### src/rtl/traffic_request_front.sv
// Debounced car-sensor / pedestrian-button front end feeding service requests to a two-way light controller.
// Define REQ_COUNT_EN to build the saturating accepted-request counters; otherwise cnt_a/cnt_b read zero.
module traffic_request_front #(
    parameter int unsigned TICK_DIV  = 4,
    parameter int unsigned DEB_TICKS = 3
) (
    input  logic       CLK,
    input  logic       RST,
    input  logic       raw_sa,
    input  logic       raw_sb,
    input  logic [1:0] light_a,
    input  logic [1:0] light_b,
    output logic       SA,
    output logic       SB,
    output logic [7:0] cnt_a,
    output logic [7:0] cnt_b
);

    localparam logic [15:0] TICK_LAST = 16'(TICK_DIV - 1);
    localparam logic [7:0]  DEB_LAST  = 8'(DEB_TICKS - 1);

    typedef enum logic [1:0] {IDLE, PEND, SERVED} state_t;

    logic [15:0]     pcnt_q, pcnt_d;
    logic            tick;
    logic [1:0]      warm_q;
    logic [1:0]      raw, green, req;
    logic [1:0][7:0] cnt;

    assign raw   = {raw_sb, raw_sa};
    assign green = {light_b == 2'b10, light_a == 2'b10};
    assign tick  = (pcnt_q == TICK_LAST);
    assign pcnt_d = tick ? 16'd0 : pcnt_q + 16'd1;

    // warm_q[1] marks the synchronizer output as a genuine post-reset sample
    always_ff @(posedge CLK) begin
        if (RST) begin
            pcnt_q <= '0;
            warm_q <= '0;
        end else begin
            pcnt_q <= pcnt_d;
            warm_q <= {warm_q[0], 1'b1};
        end
    end

    for (genvar c = 0; c < 2; c++) begin : g_ch
        logic       s1_q, s2_q;
        logic       stable_q, stable_d;
        logic       arm_q, arm_d;
        logic       req_q, req_d;
        logic [7:0] dcnt_q, dcnt_d;
        logic       accept, ev;
        state_t     st_q, st_d;

        always_comb begin
            stable_d = stable_q;
            dcnt_d   = dcnt_q;
            accept   = 1'b0;
            if (tick) begin
                if (s2_q != stable_q) begin
                    if (dcnt_q == DEB_LAST) begin
                        accept   = 1'b1;
                        stable_d = s2_q;
                        dcnt_d   = '0;
                    end else begin
                        dcnt_d = dcnt_q + 8'd1;
                    end
                end else begin
                    dcnt_d = '0;
                end
            end
        end

        // An input held high through reset must be seen low before it can raise a request
        assign arm_d = arm_q | (warm_q[1] & ~s2_q);
        assign ev    = accept & s2_q & arm_q;

        always_comb begin
            st_d = st_q;
            case (st_q)
                IDLE:    if (ev) st_d = green[c] ? SERVED : PEND;
                PEND:    if (green[c]) st_d = SERVED;
                SERVED:  if (!green[c]) st_d = IDLE;
                default: st_d = IDLE;
            endcase
        end

        assign req_d = (st_d == PEND);

        always_ff @(posedge CLK) begin
            if (RST) begin
                s1_q     <= 1'b0;
                s2_q     <= 1'b0;
                stable_q <= 1'b0;
                dcnt_q   <= '0;
                arm_q    <= 1'b0;
                st_q     <= IDLE;
                req_q    <= 1'b0;
            end else begin
                s1_q     <= raw[c];
                s2_q     <= s1_q;
                stable_q <= stable_d;
                dcnt_q   <= dcnt_d;
                arm_q    <= arm_d;
                st_q     <= st_d;
                req_q    <= req_d;
            end
        end

        assign req[c] = req_q;

`ifdef REQ_COUNT_EN
        logic [7:0] cnt_q;
        always_ff @(posedge CLK) begin
            if (RST) begin
                cnt_q <= '0;
            end else if (st_q == IDLE && st_d == PEND && cnt_q != 8'hFF) begin
                cnt_q <= cnt_q + 8'd1;
            end
        end
        assign cnt[c] = cnt_q;
`else
        assign cnt[c] = 8'd0;
`endif
    end

    assign SA    = req[0];
    assign SB    = req[1];
    assign cnt_a = cnt[0];
    assign cnt_b = cnt[1];

endmodule

### config.mk
export PLATFORM = sky130hd
export DESIGN_NAME = traffic_request_front
export DESIGN_NICKNAME = d
export VERILOG_FILES = /design/src/rtl/traffic_request_front.sv
export SDC_FILE = /design/constraint.sdc
export NUM_CORES = 1
export LEC_CHECK = 0
export ABC_AREA = 1
export BUFFER_PORTS_ARGS = -buffer_cell sky130_fd_sc_hd__buf_2
export CORE_ASPECT_RATIO = 0.7
export CORE_MARGIN = 2
export CORE_UTILIZATION = 27
export CTS_BUF_LIST = sky130_fd_sc_hd__clkbuf_8 sky130_fd_sc_hd__clkbuf_16
export DETAILED_ROUTE_END_ITERATION = 8
export SLEW_MARGIN = 15
export SYNTH_ARGS = -nofsm -noshare
export SYNTH_HDL_FRONTEND = slang
export SYNTH_SLANG_ARGS = --single-unit
export TNS_END_PERCENT = 10
### constraint.sdc
create_clock -name CLK -period 1.35 [get_ports CLK]
set_input_delay 0.0675 -clock CLK [delete_from_list [all_inputs] [get_ports CLK]]
set_output_delay 0.0675 -clock CLK [all_outputs]
set_load 0.05 [all_outputs]
==> metrics.cfg, run 1 <==
[routing]
drc = 0
avgRoutedWirePerCell_um = 9.63
firstDrtPassIters = 4
drtAntennaViolNets = 0
num_vias = 2182
wirelength_um = 5040
initialDrtViolationCount = 68
vias_per_cell = 4.17

[setup_path]
crit_type = reg -> reg
required_ps = 1520
end_kind = flop
crit_path_max_fanout = 5
critical_path_arrival_ps = 1590
reg2reg_depth = 7
startpoint_type = flop

[timing]
setup_viol = 22
final_max_slew_viol_count = 0
finalCritPeriodShare_pct = 105
fin_setup_tns_ps = -627
fin_skew_ps = 7.28
max_freq_ghz = 0.707
finalCriticalPeriod_ps = 1410
rsz0062_at_grt = true
report.final.hold_viol_count = 0
layout_setup_ws_ps = -65.0

[cts]
postCtsSetupRepairBufs = 0
htree_levels = 2
clkSlewWorstSetupHoldPaths_ps = 70
insertion_delay_ps = 290
cts_tree = built
clk_path_buf_depth = 2
cts_buffers = 5
clkSinkCount = 48
root_buffer = clkbuf_16

[power]
ir_drop_v = 0.000437
p_leak_uw = 0.00135
p_per_area_nw_per_um2 = 922

[cells_and_area]
diodes = 0
fillers = 949
syn_to_final_growth_pct = 28.5
final_cells = 523
nNetsFinal = 412
drive_above_1_share_pct = 28.8

[logic_synthesis]
synth_area_leaders = dfxtp_1, inv_1, nand2_1, nor2_1, buf_4
synthFlopType = dfxtp_1
syn-cell-area_sq_um = 2500
syn_area_per_cell_sq_um = 7.16
synth_commonest_cells = inv_1, nand2_1, dfxtp_1
synth_top_cell_area_share_pct = 38.5
synthDistinctLibCells = 33
yosysSeqAreaShare_pct = 38.5
yosysWarnings = 0
yosys.cell_count.top_type = inv_1
netlist_instances = 349
synth-seq-cells = 48
synth_top_cell_by_area = dfxtp_1
synth_edf_count = 0
async_reset_ff_share_pct = 0

[grt]
antenna_found_initial = 0
grt_pass1_vias = 1968
overflow = 0
grt.total_usage_pct = 10.3
grt_start_max_net_pins = 15
grt_pass1_wl_um = 8580

[floorplanning]
rows = 29
fp.dieW_um = 119
start_util_pct = 27.7
ios = 26
chipHeight_um = 84.5
coreArea_sq_um = 9030
dieArea_sq_um = 10100

[run_status]
failed_checks = negative setup slack
status = finished with violations

[placement]
place_congestion = 0.780
port_buffers = 9
hpwl_um = 3740
dp_cells = 513

[min_path]
whs_path_depth = 4
worstHoldPathType = in -> reg

[job]
cap_violations = 0

[cell type report]
cell class              count  area, sq um  share of cell area, %
clock buffers               5          125                   3.90
clock inverters             2         12.5                  0.390
inverters                  60          228                   7.09
multi-input cells         236         1370                   42.8
flip-flops and latches     48          970                   30.2
well taps                 124          155                   4.83
repair buffers             48          348                   10.8
[final timing paths]
check                       to  slack, ps         start
max reg2reg  g_ch[1].dcnt_q[4]        -60     pcnt_q[0]
min reg2reg       g_ch[0].s2_q        410  g_ch[0].s1_q
min            g_ch[1].st_q[1]         40    light_b[0]
max          g_ch[1].dcnt_q[4]        -60     pcnt_q[0]
[state kept, by name, indices dropped and copies added, names as in the netlist]
register and cells:
pcnt_q 16, warm_q 2, SA 1, g_ch.s1_q 2
SB 1, g_ch.dcnt_q 16, g_ch.arm_q 2, g_ch.stable_q 2
g_ch.s2_q 2, g_ch.st_q 4
[where the power goes]
group          switching (uW)  internal (uW)  total (uW)
combinational             220           98.9         319
sequential               17.4           1440        1460
clock                     509            672        1180
[repair_timing]
item	in CTS	in global routing
hold buffers	2	0
resized for setup	16	30
endpoints found under the hold margin	2	0
pin swaps	9	11
gates cloned	0	1
setup endpoints to repair	30	40
[cells in the final DEF (no fill, tap or decap), types with 2 or more instances in the layout]
cell           count
nand2_1           49
inv_2              7
a211oi_1           2
o21ai_0           15
nor2_2             5
buf_2             10
ha_4               2
nor3_1             8
nor3_2             3
buf_6              2
nor2_1            43
conb_1            16
nor2_4             7
clkbuf_16          5
nand2_4            5
nand3_4            2
buf_4             34
nand2_2            5
nand3_1           22
o21ai_2            8
dfxtp_2            7
nand3_2            5
a21oi_1           18
ha_1               3
nand4_1            5
dlygate4sd3_1      2
inv_1             52
xor2_1             2
dfxtp_1           41
[worst max-delay path, cell delays in order, from the launching register on]
cell and delay [ps]:
dfxtp_2 360, ha_4 170, nand2_4 50, nor3_2 100, nand4_1 190, buf_2 220, nor3_1 140, nor2_1 70
[logic make-up after synthesis]
family	share of synthesized area, %
AND/OR/NAND/NOR	30.9
buffers and inverters	14.9
AO/OA/AOI/OAI	11.7
flip-flops	38.5
adder cells (fa/ha/maj)	2.50
XOR/XNOR	1.35
other	0.150
[per-layer routing]
layer | vias to the layer above | GRT usage (%) | wire length [um]
met5 | - | 0 | 0
met4 | 0 | 2.60 | 14
met3 | 3 | 2.65 | 184
met2 | 32 | 16.7 | 2220
met1 | 973 | 13.8 | 2620
li1 | 1174 | - | -
[per-stage QoR]
| step | hold slack, ps | cell area [sq um] | utilization (%) | setup WS (ps) | power, uW |
|---|---|---|---|---|---|
| finish | 40.5 | 3210 | 35.5 | -65.0 | 2960 |
| global route | 54.3 | 3210 | 35.5 | -181 | 3080 |
| CTS | 42.6 | 3110 | 34.4 | -60.8 | 2980 |
| detailed placement | 274 | 2880 | 31.9 | -119 | 1770 |
| global placement | 265 | 2880 | 31.9 | -81.5 | 1770 |
| floorplan | 174 | 2560 | - | 6.47 | 1730 |
(Power assumes the default switching activity.)
==> run 2, diff against run 1 <==
- SKIP_CTS_REPAIR_TIMING: default -> 1
==> metrics.cfg, run 2 (synthesis results as in run 1) <==
[timing]
finalCriticalPeriod_ps = 1430  ; +17.1 ps
finalCritPeriodShare_pct = 106  ; +1.3 points
hold_ws_ps = -18.9  ; -59.3 ps
fin_setup_tns_ps = -777  ; -150 ps
report.final.hold_viol_count = 1  ; +1
final_max_slew_viol_count = 0  ; unchanged
layout_setup_ws_ps = -82.1  ; -17.1 ps
max_freq_ghz = 0.698  ; -1.2%
setup_viol = 21  ; -4.5%
rsz0062_at_grt = true
fin_skew_ps = 7.40  ; +0.119 ps

[setup_path]
cpMostUsedCell = nor2_4
critPathSlowestCell = dfxtp_2
crit_path_max_fanout = 4  ; -1
path_cells = ha_4, buf_4, nand2_2, inv_2, nand3_4, nor2_4, nand2_4, nor2_4, nand3_1, a21oi_1
end_kind = flop
path_delay_family = simple AND/OR/NAND/NOR gates
timing.rr.start = pcnt_q[0]
crit_type = reg -> reg
crit_start = pcnt_q[0]
startpoint_type = flop
critical_path.max_stage_delay_ps = 360  ; about the same
critical_path_arrival_ps = 1640  ; +50 ps
required_ps = 1560  ; +40 ps
path_buf_inv = 2  ; +1

[floorplanning]
ios = 26  ; unchanged
fp.dieW_um = 119  ; unchanged
rows = 29  ; unchanged
dieArea_sq_um = 10100  ; unchanged
start_util_pct = 27.7  ; unchanged
coreArea_sq_um = 9030  ; unchanged
chipHeight_um = 84.5  ; unchanged

[routing]
drtAntennaViolNets = 0  ; unchanged
avgRoutedWirePerCell_um = 9.64  ; +0.16%
drc = 0  ; unchanged
initialDrtViolationCount = 74  ; +8.8%
wirelength_um = 5040  ; +0.16%
num_vias = 2173  ; -0.41%
firstDrtPassIters = 4  ; unchanged
vias_per_cell = 4.15  ; -0.41%

[cells_and_area]
syn_to_final_growth_pct = 27.7
diodes = 0  ; unchanged
final_common_cell = inv_1
drive_above_1_share_pct = 28.3  ; -0.50 points
final_cells = 523  ; unchanged
reg_top3 = g_ch.dcnt_q x16, pcnt_q x16, g_ch.st_q x4
fillers = 945  ; -0.42%
mostFrequentLayoutCells = inv_1, nand2_1, nor2_1, dfxtp_1, buf_4
nNetsFinal = 412  ; unchanged

[cts]
htree_levels = 2  ; unchanged
clkSinkCount = 48  ; unchanged
insertion_delay_ps = 280  ; about the same
cts_buffers = 5  ; unchanged
root_buffer = clkbuf_16
clk_path_buf_depth = 2  ; unchanged
clkSlewWorstSetupHoldPaths_ps = 70  ; about the same
cts_tree = built

[grt]
antenna_found_initial = 0  ; unchanged
grt.total_usage_pct = 9.92  ; -0.40 points
grt_start_max_net_pins = 15  ; unchanged
grt_pass1_wl_um = 8240  ; -3.9%
overflow = 0  ; unchanged
grt_pass1_vias = 1918  ; -2.5%

[placement]
port_buffers = 9  ; unchanged
place_congestion = 0.780  ; unchanged
dp_cells = 513  ; unchanged
hpwl_um = 3740  ; unchanged

[run_status]
status = finished with violations
failed_checks = negative hold slack, negative setup slack

[power]
p_leak_uw = 0.00133  ; -1.6%
power.total_uw = 2950  ; -0.28%
p_per_area_nw_per_um2 = 925  ; +0.35%
ir_drop_v = 0.000439  ; +0.30%

[min_path]
worstHoldPathType = in -> reg
worstHoldStart = raw_sa

[job]
cap_violations = 0  ; unchanged

==> run 2: cell types whose count changed in the layout (fill, tap and decap cells not counted), sizes merged <==
cell	before	now
buf	46	47
dlygate4sd3	2	1
==> run 2: routing by layer <==
| metal | vias up | share of wire, % | GRT usage, % |
|---|---|---|---|
| met5 | - | 0 | 0 |
| met3 | 0 | 2.0 | 2.65 |
| met4 | 0 | 0 | 2.60 |
| met2 | 24 | 45 | 15.8 |
| met1 | 976 | 53 | 13.3 |
| li1 | 1173 | - | - |
==> run 2: worst paths after layout <==
| kind | endpoint | slack [ps] | depth (start not counted) |
|---|---|---|---|
| max | pcnt_q[14] | -80 | 10 |
| min | g_ch[0].s1_q | -20 | 3 |
| max reg2reg | pcnt_q[14] | -80 | 10 |
| min reg2reg | g_ch[1].s2_q | 410 | 2 |
==> run 2: layout make-up <==
class                      count  area [sq um]  share of cell area [%]
clock buffer                   5           125                    3.92
clock inverter                 2          12.5                   0.392
inverter                      60           225                    7.06
multi-input combinational    236          1360                    42.6
sequential                    48           972                    30.5
tap                          124           155                    4.86
timing repair buffer          48           342                    10.7
==> run 2: per-stage QoR <==
step	hold slack (ps)	setup slack, ps	instance area, sq um	util, %
final	-18.9	-82.1	3190	35.3
after detailed placement	274	-119	2880	31.9
after global routing	0.554	-186	3190	35.3
after CTS	-18.7	-137	3020	33.4
after floorplan	174	6.47	2560	-
after global placement	265	-81.5	2880	31.9
==> run 2: worst register-to-register path, stage by stage, from the launching register on <==
cell and delay (ps):
dfxtp_2 360, ha_4 150, buf_4 110, nand2_2 50
inv_2 70, nand3_4 80, nor2_4 130, nand2_4 80
nor2_4 110, nand3_1 70, a21oi_1 130
==> run 2: report_power, final <==
part / total [uW] / internal, uW / switching (uW)
logic: 315 / 96.4 / 219
registers: 1460 / 1440 / 17.5
clock network: 1180 / 672 / 505
total: 2950 / 2210 / 742
